$ cat config.mk
export PLATFORM = sky130hd
export DESIGN_NAME = mac_layer_sequencer
export DESIGN_NICKNAME = d
export VERILOG_FILES = /design/src/rtl/mac_layer_sequencer.sv
export SDC_FILE = /design/constraint.sdc
export NUM_CORES = 1
export LEC_CHECK = 0
export CAP_MARGIN = 0
export CORE_MARGIN = 1
export CORE_UTILIZATION = 30
export CTS_CLUSTER_DIAMETER = 40
export DETAILED_ROUTE_END_ITERATION = 7
export GPL_ROUTABILITY_DRIVEN = 0
export PLACE_DENSITY_LB_ADDON = 0.2
export SETUP_SLACK_MARGIN = 0.2
export SLEW_MARGIN = 10
export SYNTH_ARGS = -nofsm -noshare
export SYNTH_HDL_FRONTEND = slang
export SYNTH_SLANG_ARGS = --single-unit
$ cat constraint.sdc
create_clock -name i_clk -period 2.5 [get_ports i_clk]
set_input_delay 0.375 -clock i_clk [delete_from_list [all_inputs] [get_ports i_clk]]
set_output_delay 0.375 -clock i_clk [all_outputs]
set_load 0.01 [all_outputs]
$ cat src/rtl/mac_layer_sequencer.sv
// -----------------------------------------------------------------------------
// mac_layer_sequencer
//
// Purpose:
//   Initiator side of the MAC run/start/size/done/out handshake. One
//   i_layer_start runs NUM_NEURONS dot products back to back, one MAC job per
//   neuron. Each 16-bit Q(16-FRAC_BITS).FRAC_BITS result is stored in an
//   output-layer register bank, which feeds the next layer's input.
//
// Configuration macro:
//   MAC_SEQ_RELU_EN  defined   : captured value is ReLU(mac_out), so negative
//                                results are stored as zero.
//                    undefined : captured value is mac_out unchanged, and the
//                                activation is applied downstream.
//
// Ports:
//   i_clk           rising-edge clock
//   i_rst_n         synchronous active-low reset
//   i_layer_start   request one layer pass (sampled in IDLE only)
//   o_layer_busy    high in every state except IDLE
//   o_layer_done    one-cycle pulse at the end of a pass (normal or aborted)
//   o_err_timeout   sticky: a MAC job exceeded TIMEOUT_CYCLES
//   o_mac_run       MAC enable; low makes the MAC reload its address counter
//   o_mac_clear     MAC accumulator clear, high in LOAD
//   o_mac_start     WEIGHT_BASE + n*FAN_IN for the current neuron n
//   o_mac_size      constant FAN_IN
//   i_mac_done      MAC finished (level)
//   i_mac_out       MAC accumulated sum, valid while i_mac_done is high
//   o_neuron_out    result bank; neuron n occupies bits [16n+15:16n]
// -----------------------------------------------------------------------------
module mac_layer_sequencer #(
    parameter int NUM_NEURONS    = 2,
    parameter int FAN_IN         = 2,
    parameter int WEIGHT_BASE    = 0,
    parameter int FRAC_BITS      = 12,
    parameter int TIMEOUT_CYCLES = 1024
) (
    input  logic                      i_clk,
    input  logic                      i_rst_n,
    input  logic                      i_layer_start,
    output logic                      o_layer_busy,
    output logic                      o_layer_done,
    output logic                      o_err_timeout,
    output logic                      o_mac_run,
    output logic                      o_mac_clear,
    output logic signed [31:0]        o_mac_start,
    output logic signed [31:0]        o_mac_size,
    input  logic                      i_mac_done,
    input  logic [15:0]               i_mac_out,
    output logic [16*NUM_NEURONS-1:0] o_neuron_out
);

    // Parameter sanity; FRAC_BITS only describes the data format.
    if (NUM_NEURONS < 1) begin : g_badNumNeurons
        $error("mac_layer_sequencer: NUM_NEURONS must be >= 1");
    end
    if (FAN_IN < 1) begin : g_badFanIn
        $error("mac_layer_sequencer: FAN_IN must be >= 1");
    end
    if (TIMEOUT_CYCLES < 2) begin : g_badTimeout
        $error("mac_layer_sequencer: TIMEOUT_CYCLES must be >= 2");
    end
    if (FRAC_BITS < 0 || FRAC_BITS > 15) begin : g_badFracBits
        $error("mac_layer_sequencer: FRAC_BITS must be in 0..15");
    end

    localparam int NW = (NUM_NEURONS > 1) ? $clog2(NUM_NEURONS) : 1;
    localparam int CW = $clog2(TIMEOUT_CYCLES) + 1;

    localparam logic [NW-1:0]     LAST_N      = NW'(NUM_NEURONS - 1);
    localparam logic [CW-1:0]     TIMEOUT_END = CW'(TIMEOUT_CYCLES - 1);
    localparam logic signed [31:0] BASE_S     = 32'(WEIGHT_BASE);
    localparam logic signed [31:0] FAN_IN_S   = 32'(FAN_IN);

    typedef enum logic [2:0] {
        S_IDLE,
        S_LOAD,
        S_RUN,
        S_CAPTURE,
        S_DONE
    } state_t;

    state_t                      r_state;
    logic [NW-1:0]               r_n;
    logic [CW-1:0]               r_cnt;
    logic                        r_err;
    logic                        r_run;
    logic                        r_clear;
    logic                        r_busy;
    logic                        r_done;
    logic signed [31:0]          r_start;
    logic [16*NUM_NEURONS-1:0]   r_bank;

    state_t                      w_nextState;
    logic [NW-1:0]               w_nextN;
    logic [CW-1:0]               w_nextCnt;
    logic                        w_nextErr;
    logic                        w_nextRun;
    logic                        w_nextClear;
    logic                        w_nextBusy;
    logic                        w_nextDone;
    logic signed [31:0]          w_nIdx;
    logic signed [31:0]          w_nextStart;
    logic                        w_capture;
    logic [15:0]                 w_activated;

    // Activation applied to the MAC sum when it is captured.
`ifdef MAC_SEQ_RELU_EN
    assign w_activated = i_mac_out[15] ? 16'h0000 : i_mac_out;
`else
    assign w_activated = i_mac_out;
`endif

    assign w_capture   = (r_state == S_CAPTURE);
    assign w_nIdx      = 32'(w_nextN);
    assign w_nextStart = BASE_S + w_nIdx * FAN_IN_S;

    // Next-state logic. The timeout counter is shared by two waits: the
    // stuck-done wait in LOAD and the job itself in RUN. It is cleared on
    // every entry to LOAD and again on LOAD->RUN, so a MAC that never drops
    // done aborts the pass instead of hanging the sequencer, and the job in
    // RUN always gets the full TIMEOUT_CYCLES budget. In RUN, done is tested
    // before the timeout so a job finishing on the last allowed cycle is kept.
    always_comb begin
        w_nextState = r_state;
        w_nextN     = r_n;
        w_nextCnt   = r_cnt;
        w_nextErr   = r_err;
        unique case (r_state)
            S_IDLE: begin
                if (i_layer_start) begin
                    w_nextN     = '0;
                    w_nextCnt   = '0;
                    w_nextErr   = 1'b0;
                    w_nextState = S_LOAD;
                end
            end
            S_LOAD: begin
                if (i_mac_done) begin
                    if (r_cnt == TIMEOUT_END) begin
                        w_nextErr   = 1'b1;
                        w_nextState = S_DONE;
                    end else begin
                        w_nextCnt = r_cnt + CW'(1);
                    end
                end else begin
                    w_nextCnt   = '0;
                    w_nextState = S_RUN;
                end
            end
            S_RUN: begin
                if (i_mac_done) begin
                    w_nextState = S_CAPTURE;
                end else if (r_cnt == TIMEOUT_END) begin
                    w_nextErr   = 1'b1;
                    w_nextState = S_DONE;
                end else begin
                    w_nextCnt = r_cnt + CW'(1);
                end
            end
            S_CAPTURE: begin
                if (r_n == LAST_N) begin
                    w_nextState = S_DONE;
                end else begin
                    w_nextN     = r_n + NW'(1);
                    w_nextCnt   = '0;
                    w_nextState = S_LOAD;
                end
            end
            S_DONE: begin
                w_nextState = S_IDLE;
            end
            default: begin
                w_nextState = S_IDLE;
            end
        endcase
    end

    // Output values are decoded from the next state and then registered, so
    // every registered output lines up exactly with the state it belongs to.
    always_comb begin
        w_nextRun   = (w_nextState == S_RUN);
        w_nextClear = (w_nextState == S_LOAD);
        w_nextBusy  = (w_nextState != S_IDLE);
        w_nextDone  = (w_nextState == S_DONE);
    end

    // State, neuron index, timeout counter and registered outputs.
    always_ff @(posedge i_clk) begin
        if (!i_rst_n) begin
            r_state <= S_IDLE;
            r_n     <= '0;
            r_cnt   <= '0;
            r_err   <= 1'b0;
            r_run   <= 1'b0;
            r_clear <= 1'b0;
            r_busy  <= 1'b0;
            r_done  <= 1'b0;
            r_start <= BASE_S;
        end else begin
            r_state <= w_nextState;
            r_n     <= w_nextN;
            r_cnt   <= w_nextCnt;
            r_err   <= w_nextErr;
            r_run   <= w_nextRun;
            r_clear <= w_nextClear;
            r_busy  <= w_nextBusy;
            r_done  <= w_nextDone;
            r_start <= w_nextStart;
        end
    end

    // Result bank: only the slot of the neuron being captured changes, so an
    // aborted pass leaves the remaining slots with their earlier results.
    always_ff @(posedge i_clk) begin
        if (!i_rst_n) begin
            r_bank <= '0;
        end else if (w_capture) begin
            for (int k = 0; k < NUM_NEURONS; k++) begin
                if (r_n == NW'(k)) begin
                    r_bank[16*k +: 16] <= w_activated;
                end
            end
        end
    end

    assign o_layer_busy  = r_busy;
    assign o_layer_done  = r_done;
    assign o_err_timeout = r_err;
    assign o_mac_run     = r_run;
    assign o_mac_clear   = r_clear;
    assign o_mac_start   = r_start;
    assign o_mac_size    = FAN_IN_S;
    assign o_neuron_out  = r_bank;

endmodule

=== Word level (Yosys, flattened, before mapping) ===
Cells that the tools add are included.

* Flip-flop bits (word level): 83
* Input bits: 20
* Output and inout port bits: 101
* Word-level logic and storage cells: 53

* $add $sub $neg: 2
* Equality and inequality tests: 11
* Mux-type cells: 20
* Bitwise gates (word level): 1
* Reduce and logical (&&, ||, !) cells: 8

{| class="wikitable"
|+ Operators by type and width
! operator !! number
|-
| two-way mux 11 bit || 5
|-
| case mux 11 bit (4 select lines) || 1
|-
| two-way mux 3 bit || 5
|-
| case mux 3 bit (4 select lines) || 1
|-
| adder 11 x 1 -> 11 bit, second input constant || 1
|-
| equality test 11 x 10 -> 1 bit, second input constant || 1
|-
| equality test 3 x 2 -> 1 bit, second input constant || 3
|-
| != test 2 bit, second input constant || 4
|-
| AND reduction 4 bit || 2
|-
| equality test 3 x 1 -> 1 bit, second input constant || 2
|-
| two-way mux 1 bit || 6
|-
| nonzero test 3 bit || 2
|-
| AND reduction 2 bit || 2
|-
| nonzero test 4 bit || 1
|-
| equality test 3 bit, second input constant || 1
|-
| zero test 3 bit || 1
|-
| case mux 1 bit (3 select lines) || 1
|-
| case mux 1 bit (2 select lines) || 1
|-
| adder 1 bit, second input constant || 1
|-
| inverter 1 bit || 1
|}

=== Depth between registers and ports, before layout ===
Gate-level depths: netlist (run 1).

* Depth in word-level cells: 5
* Depth in mapped cells: 7
* Gate-level depth less buffers: 5

=== Least setup slack after synthesis (run 1) ===
OpenSTA, ideal clock, no wires.

* Path kind: reg-to-reg
* From: register r_cnt[0]
* To: register r_busy, in the netlist o_layer_busy
* Setup time: 125 ps
* Data arrival time: 1,864 ps
* Required time: 2,375 ps
* Setup slack: 511 ps
* Cell stages (with the launch flop): 7
* Clock period less this slack: 1,989 ps
* Cell sequence: dfxtp_1 ha_1 nand4_2 or4_1 buf_2 a41o_1 o41a_1

* Cells in the longest elaborated chain, start to end: 5
* Elaborated cells on any way between the ends: 6
* Those cells by class: 1 x eq/ne; 4 x mux; 1 x reduce/logical

{| class="wikitable"
|+ RTL lines
! element !! RTL line !! source
|-
| start: declaration || 85 || <nowiki>logic [CW-1:0] r_cnt;</nowiki>
|-
| start signal: assignment || 203 || <nowiki>r_cnt <= w_nextCnt;</nowiki>
|-
| equality test 11 x 10 -> 1 bit * || 140, 154 ||
|-
| two-way mux 3 bit * || 140, 154 ||
|-
| two-way mux 3 bit (on tied branches) || 152, 139 ||
|-
| case mux 3 bit (4 select lines) * || 129 || <nowiki>unique case (r_state)</nowiki>
|-
| nonzero test 3 bit * || 184 || <nowiki>w_nextBusy = (w_nextState != S_IDLE);</nowiki>
|-
| end signal: assignment || 207 || <nowiki>r_busy <= w_nextBusy;</nowiki>
|-
| end: declaration || 89 || <nowiki>logic r_busy;</nowiki>
|}

Mark *: on every way between the ends. The rest lies on a longest branch, timed or not.
A chain may end at the register's enable or synchronous reset.

=== Worst setup path after layout (run 1) ===
Same ends and word-level chain as after synthesis.

==> results of run 1 <==
-- layer usage --
metal	up-vias	global-route usage [%]	wire (µm)
met2	87	21.24	2829
met1	1021	17.32	2970
met4	0	3.444	40
li1	1145	-	-
met5	-	0	0
met3	2	1.951	272
-- cell type report --
cell class / instances / area (µm²)
Timing Repair Buffer: 70 / 668.1
Sequential cell: 52 / 1041
Clock buffer: 6 / 72.57
Clock inverter: 2 / 16.27
Multi-Input combinational cell: 266 / 1336
Inverter: 1 / 3.754
Tap cell: 108 / 135.1
Fill cell: 920 / 5448
-- final timing paths --
check	end	slack [ns]	cells past startpoint	from
setup / recovery	o_layer_busy	0.35	5	r_cnt[0]
hold / removal	o_neuron_out[3]	0.46	2	o_neuron_out[3]
setup reg to reg	o_layer_busy	0.35	5	r_cnt[0]
hold reg to reg	o_neuron_out[3]	0.46	2	o_neuron_out[3]
-- sequential cells by signal, indices dropped and copies added, names as in the netlist --
signal / cells
o_mac_run: 1
r_state: 3
o_layer_done: 1
r_cnt: 11
o_mac_clear: 1
o_layer_busy: 1
o_neuron_out: 32
o_err_timeout: 1
o_mac_start: 1
-- metrics by stage --
step	power [W]	utilization [%]	hold slack, ns
floorplan	0.001105	-	0.4360
global placement	0.001139	36.51	0.4425
detailed placement	0.001138	36.51	0.4459
CTS	0.001624	37.53	0.4602
global route	0.001695	37.53	0.4805
finish	0.001603	37.53	0.4564
-- where the power goes --
part           internal [W]  switching [W]
Sequential         0.000846      0.0000237
Clock              0.000200       0.000283
Combinational      0.000109       0.000142
Total               0.00116       0.000448
-- layout by cell type (no fill, tap or decap), drive strengths merged, types with 3 or more instances in the layout --
cell type and n:
nand2 77, conb 63, clkdlybuf4s50 57, dfxtp 52, a21oi 42, buf 13, o31ai 8, nor2 8
nand3 6, clkbuf 6, o21ai 5, or4 5, nand4 5, nor4 4, a31oi 3, o21a 3
a211oi 3, o22ai 3, and2 3
-- kinds of logic after synthesis --
group | after synthesis | share of synthesized area [%]
DFF | 52 | 38.50
AOI/OAI and AO/OA | 73 | 16.10
adders and majority gates | 1 | 0.4627
and+or+nand+nor | 128 | 23.55
buffers and inverters | 84 | 20.73
other | 2 | 0.2778
muxes | 1 | 0.3702
-- tightest hold or removal path: cells and delay by family (launching register included) --
family             cells  cell delay (ns)
and+or+nand+nor        1             0.05
AOI/OAI and AO/OA      1             0.05
DFF                    1             0.32
==> out/results.tsv, run 1 <==
stage	metric	value	unit
grt	largest net degree at the start of global routing	36	
logic_synthesis	Synth area leader	dfxtp_1	
logic_synthesis	Seq/Total Area, Yosys	38.50	%
placement	Post-DP Area	3184	µm²
drt	drt initial violations	103	
grt	initial antenna violation count	0	
logic_synthesis	Synth area leaders	dfxtp_1, buf_4, nand2_1, a21oi_1, o31ai_1	
pwr	VDD IR max	0.2278	mV
drt	final wirelength	6113	µm
grt	vias in the first global route	1841	
critical_path	CP Data Required Time	2.68	ns
clocking	clock sink count	52	
sta	max frequency	0.4651	GHz
sta	Final period util	86.01	%
critical_path	Worst path slowest cell	or4_1	
clocking	cts repair resizes	0	
die	IO Count	121	
die	Die X	96.94	µm
clocking	CTS clk-pin slew, worst paths	0.09	ns
die	Initial Util	31.00	%
critical_path	max incr delay on CP	0.57	ns
placement	PortBufs	57	
logic_synthesis	ys flop type	dfxtp_1	
critical_path	critical path type	flip-flop to flip-flop	
logic_synthesis	top-area cell type share of the netlist area	38.50	%
clocking	clock latency at the later pin of the worst-skew pair	0.30	ns
logic_synthesis	asr flop ratio synth	0	%
placement	placed cell count	497	
critical_path	CP max FO	5	
critical_path	Critical Path, Cell by Cell	ha_1, nand4_2, or4_1, a41o_1, o41a_1	
finish	share of layout cells above drive strength 1	8.564	%
drt	# DRC	0	
drt	via count	2255	
logic_synthesis	number of synthesized flops with an enable pin	0	
job	max cap viols	0	
clocking	root buf cell	clkbuf_8	
grt	first-pass GRT wire length	9818	µm
finish	P&R area growth vs syn	21.06	%
pwr	Static Leak	1.191	nW
finish	final instance area	3273	µm²
sta	Final Setup Violations	0	
sta	relative slew slack	53.76	%
critical_path	WP data arrival	2.33	ns
clocking	CTS Buf Count	5	
sta	min Tclk post-route	2.150	ns
drt	DR pass1 iterations	4	
finish	post-route insts no fill	505	
die	die area	9396	µm²
clocking	CTS tree	done	
worst_hold_path	Hold Path Class	flip-flop to flip-flop	
sta	setup ws final	0.3497	ns
clocking	Max Buffers Root-to-Sink	2	
logic_synthesis	post-synthesis register bit count	52	
logic_synthesis	Post-synth top cells	nand2_1, buf_4, dfxtp_1	
placement	DP HPWL	4443	µm
grt	total grt overflow	0	
die	die height	96.94	µm
logic_synthesis	most common cell in the synthesized netlist	nand2_1	
sta	RSZ-0062 raised after global routing	no	
grt	gr usage total	12.83	%
critical_path	worst path bufs/invs	0	
clocking	Post-CTS Setup Inserts	0	
logic_synthesis	Synthesis Warnings	0	
critical_path	Crit. End Element	flip-flop	
drt	vias per cell	4.465	
drt	antenna-violating nets left	0	
clocking	CTS Hold Buffers Added	0	
status	status	finished, final reports clean	
sta	max-slew violation count	0	
placement	Place WS	0.2287	ns
sta	Worst-Margin Slew	0.6916	ns
finish	Total Nets Final	417	
sta	Sum Neg Setup Slack	0	ns
drt	drt wl/cell	12.10	µm
finish	n_diodes	0	
logic_synthesis	Avg Cell Area, Syn	7.929	µm²
logic_synthesis	Mapped Cells	341	
die	core area	8721	µm²
logic_synthesis	Syn Std Cell Area	2704	µm²
pwr	P per Cell Area	489.9	nW/µm²
logic_synthesis	Synth cell types	48	
clocking	H-Tree Level Count	2	
sta	final hold vios	0	
sta	Fin Clk Skew	0.006083	ns
die	Core Rows	34	
critical_path	critical path launch point type	flip-flop	
critical_path	top cell family by delay on the critical path	simple AND/OR/NAND/NOR gates	
No activity file was read; power rests on OpenSTA's default activity.
==> run 2: changes to the inputs <==
--- a/config.mk
+++ b/config.mk
@@ -6,11 +6,12 @@
 export NUM_CORES = 1
 export LEC_CHECK = 0
 export CAP_MARGIN = 0
-export CORE_MARGIN = 1
+export CORE_MARGIN = 4
 export CORE_UTILIZATION = 30
 export CTS_CLUSTER_DIAMETER = 40
 export DETAILED_ROUTE_END_ITERATION = 7
 export GPL_ROUTABILITY_DRIVEN = 0
+export HOLD_SLACK_MARGIN = 0.02
 export PLACE_DENSITY_LB_ADDON = 0.2
 export SETUP_SLACK_MARGIN = 0.2
 export SLEW_MARGIN = 10
==> out/results.tsv, run 2 (synthesis results as in run 1) <==
stage	metric	value	unit	change
status	status	finished, final reports clean		unchanged
die	die area	10600	µm²	was 9396 µm²
grt	total grt overflow	0		unchanged
finish	max reg flops	32		unchanged
drt	DR pass1 iterations	4		unchanged
sta	Worst-Margin Slew	0.5288	ns	was 0.6916 ns
die	IO Count	121		unchanged
critical_path	WP data arrival	2.28	ns	was 2.33 ns
sta	min Tclk post-route	2.099	ns	was 2.150 ns
finish	final instance area	3278	µm²	was 3273 µm²
clocking	CTS tree	done		unchanged
placement	DP HPWL	4880	µm	was 4443 µm
critical_path	CP max FO	5		unchanged
finish	share of layout cells above drive strength 1	8.333	%	was 8.564%
pwr	Static Leak	1.191	nW	about the same
finish	most common cell after layout, fill and taps aside	nand2_1		unchanged
drt	vias per cell	4.480		was 4.465
sta	Fin Clk Skew	0.01375	ns	was 0.006083 ns
job	max cap viols	0		unchanged
die	Die X	102.9	µm	was 96.94 µm
critical_path	Crit. End Element	flip-flop		unchanged
critical_path	Worst path slowest cell	or4_1		unchanged
clocking	CTS clk-pin slew, worst paths	0.10	ns	was 0.09 ns
critical_path	critical path launch point type	flip-flop		unchanged
sta	Final period util	83.96	%	was 86.01%
die	die height	102.9	µm	was 96.94 µm
placement	Post-DP Area	3189	µm²	was 3184 µm²
clocking	CTS Hold Buffers Added	0		unchanged
sta	Sum Neg Setup Slack	0	ns	unchanged
clocking	cts repair resizes	0		unchanged
clocking	clock sink count	52		unchanged
drt	antenna-violating nets left	0		unchanged
clocking	Max Buffers Root-to-Sink	2		unchanged
placement	placed cell count	496		was 497
finish	P&R area growth vs syn	21.24	%	was 21.06%
die	Core Rows	34		unchanged
sta	max-slew violation count	0		unchanged
drt	drt initial violations	122		was 103
worst_hold_path	Hold Path Class	flip-flop to flip-flop		unchanged
sta	max frequency	0.4764	GHz	was 0.4651 GHz
pwr	VDD IR max	0.2006	mV	was 0.2278 mV
critical_path	r2r setup slk	0.40	ns	was 0.35 ns
grt	largest net degree at the start of global routing	23		was 36
sta	RSZ-0062 raised after global routing	no		unchanged
sta	final hold vios	0		unchanged
grt	gr usage total	11.79	%	was 12.83%
clocking	H-Tree Level Count	2		unchanged
drt	via count	2258		was 2255
drt	drt wl/cell	13.00	µm	was 12.10 µm
critical_path	max incr delay on CP	0.56	ns	was 0.57 ns
placement	PortBufs	57		unchanged
die	core area	8763	µm²	was 8721 µm²
clocking	clock latency at the later pin of the worst-skew pair	0.30	ns	about the same
finish	Total Nets Final	416		was 417
sta	relative slew slack	64.70	%	was 53.76%
grt	initial antenna violation count	0		unchanged
grt	vias in the first global route	1928		was 1841
clocking	CTS Buf Count	5		unchanged
grt	first-pass GRT wire length	9832	µm	was 9818 µm
drt	final wirelength	6553	µm	was 6113 µm
finish	post-route insts no fill	504		was 505
die	Initial Util	30.85	%	was 31.00%
drt	# DRC	0		unchanged
critical_path	CP Data Required Time	2.68	ns	about the same
sta	Final Setup Violations	0		unchanged
critical_path	Critical Path, Cell by Cell	ha_1, nand4_2, or4_1, a41o_1, o41a_1		unchanged
clocking	Post-CTS Setup Inserts	0		unchanged
finish	n_diodes	0		unchanged
finish	most frequent cells in the layout	nand2_1, conb_1, clkdlybuf4s50_1		unchanged
clocking	root buf cell	clkbuf_8		unchanged
pwr	P per Cell Area	487.1	nW/µm²	was 489.9 nW/µm²
critical_path	critical path type	flip-flop to flip-flop		unchanged
run 2: changes by cell type in the layout (fill, tap and decap cells not counted), sizes merged:
cell,delta
buf,-1
run 2: area by class of cell:
cell class / count / area (µm²)
clock buffers: 6 / 72.57
inverters: 1 / 3.754
flip-flops and latches: 52 / 1041
clock inverters: 2 / 16.27
repair buffers: 69 / 673.1
multi-input cells: 266 / 1336
well taps: 108 / 135.1
fillers: 944 / 5485
run 2: power by group:
group / leakage, nW / switching, W / internal [W]
clock network: 0.0414 / 0.000278 / 0.000200
logic: 0.729 / 0.000146 / 0.000106
registers: 0.420 / 0.0000203 / 0.000846
run 2: final timing paths:
| kind | start | endpoint | depth (start not counted) |
|---|---|---|---|
| hold reg to reg | o_neuron_out[1] | o_neuron_out[1] | 2 |
| setup / recovery | r_cnt[0] | o_layer_busy | 5 |
| setup reg to reg | r_cnt[0] | o_layer_busy | 5 |
| hold / removal | o_neuron_out[1] | o_neuron_out[1] | 2 |
run 2: critical path: cells and delay by family, from the launching register on:
family,cells,cell delay [ns]
and+or+nand+nor,2,0.71
AOI/OAI and AO/OA,2,0.63
DFF,1,0.41
adders and majority gates,1,0.23
run 2: routing by layer:
| metal | part of all wire, % | GRT usage (%) | vias up |
|---|---|---|---|
| li1 | - | - | 1147 |
| met1 | 43 | 15.27 | 1024 |
| met2 | 49 | 19.68 | 85 |
| met3 | 6.8 | 2.300 | 2 |
| met4 | 0.82 | 3.884 | 0 |
| met5 | 0 | 0 | - |
run 2: metrics by stage:
stage / power, W / hold slack [ns] / utilization, % / setup slack (ns)
floorplan: 0.001105 / 0.4360 / - / 0.5109
global placement: 0.001138 / 0.4418 / 36.39 / 0.3027
detailed placement: 0.001136 / 0.4466 / 36.39 / 0.2781
CTS: 0.001633 / 0.4614 / 37.41 / 0.3881
global route: 0.001691 / 0.4786 / 37.41 / 0.2877
finish: 0.001597 / 0.4585 / 37.41 / 0.4009
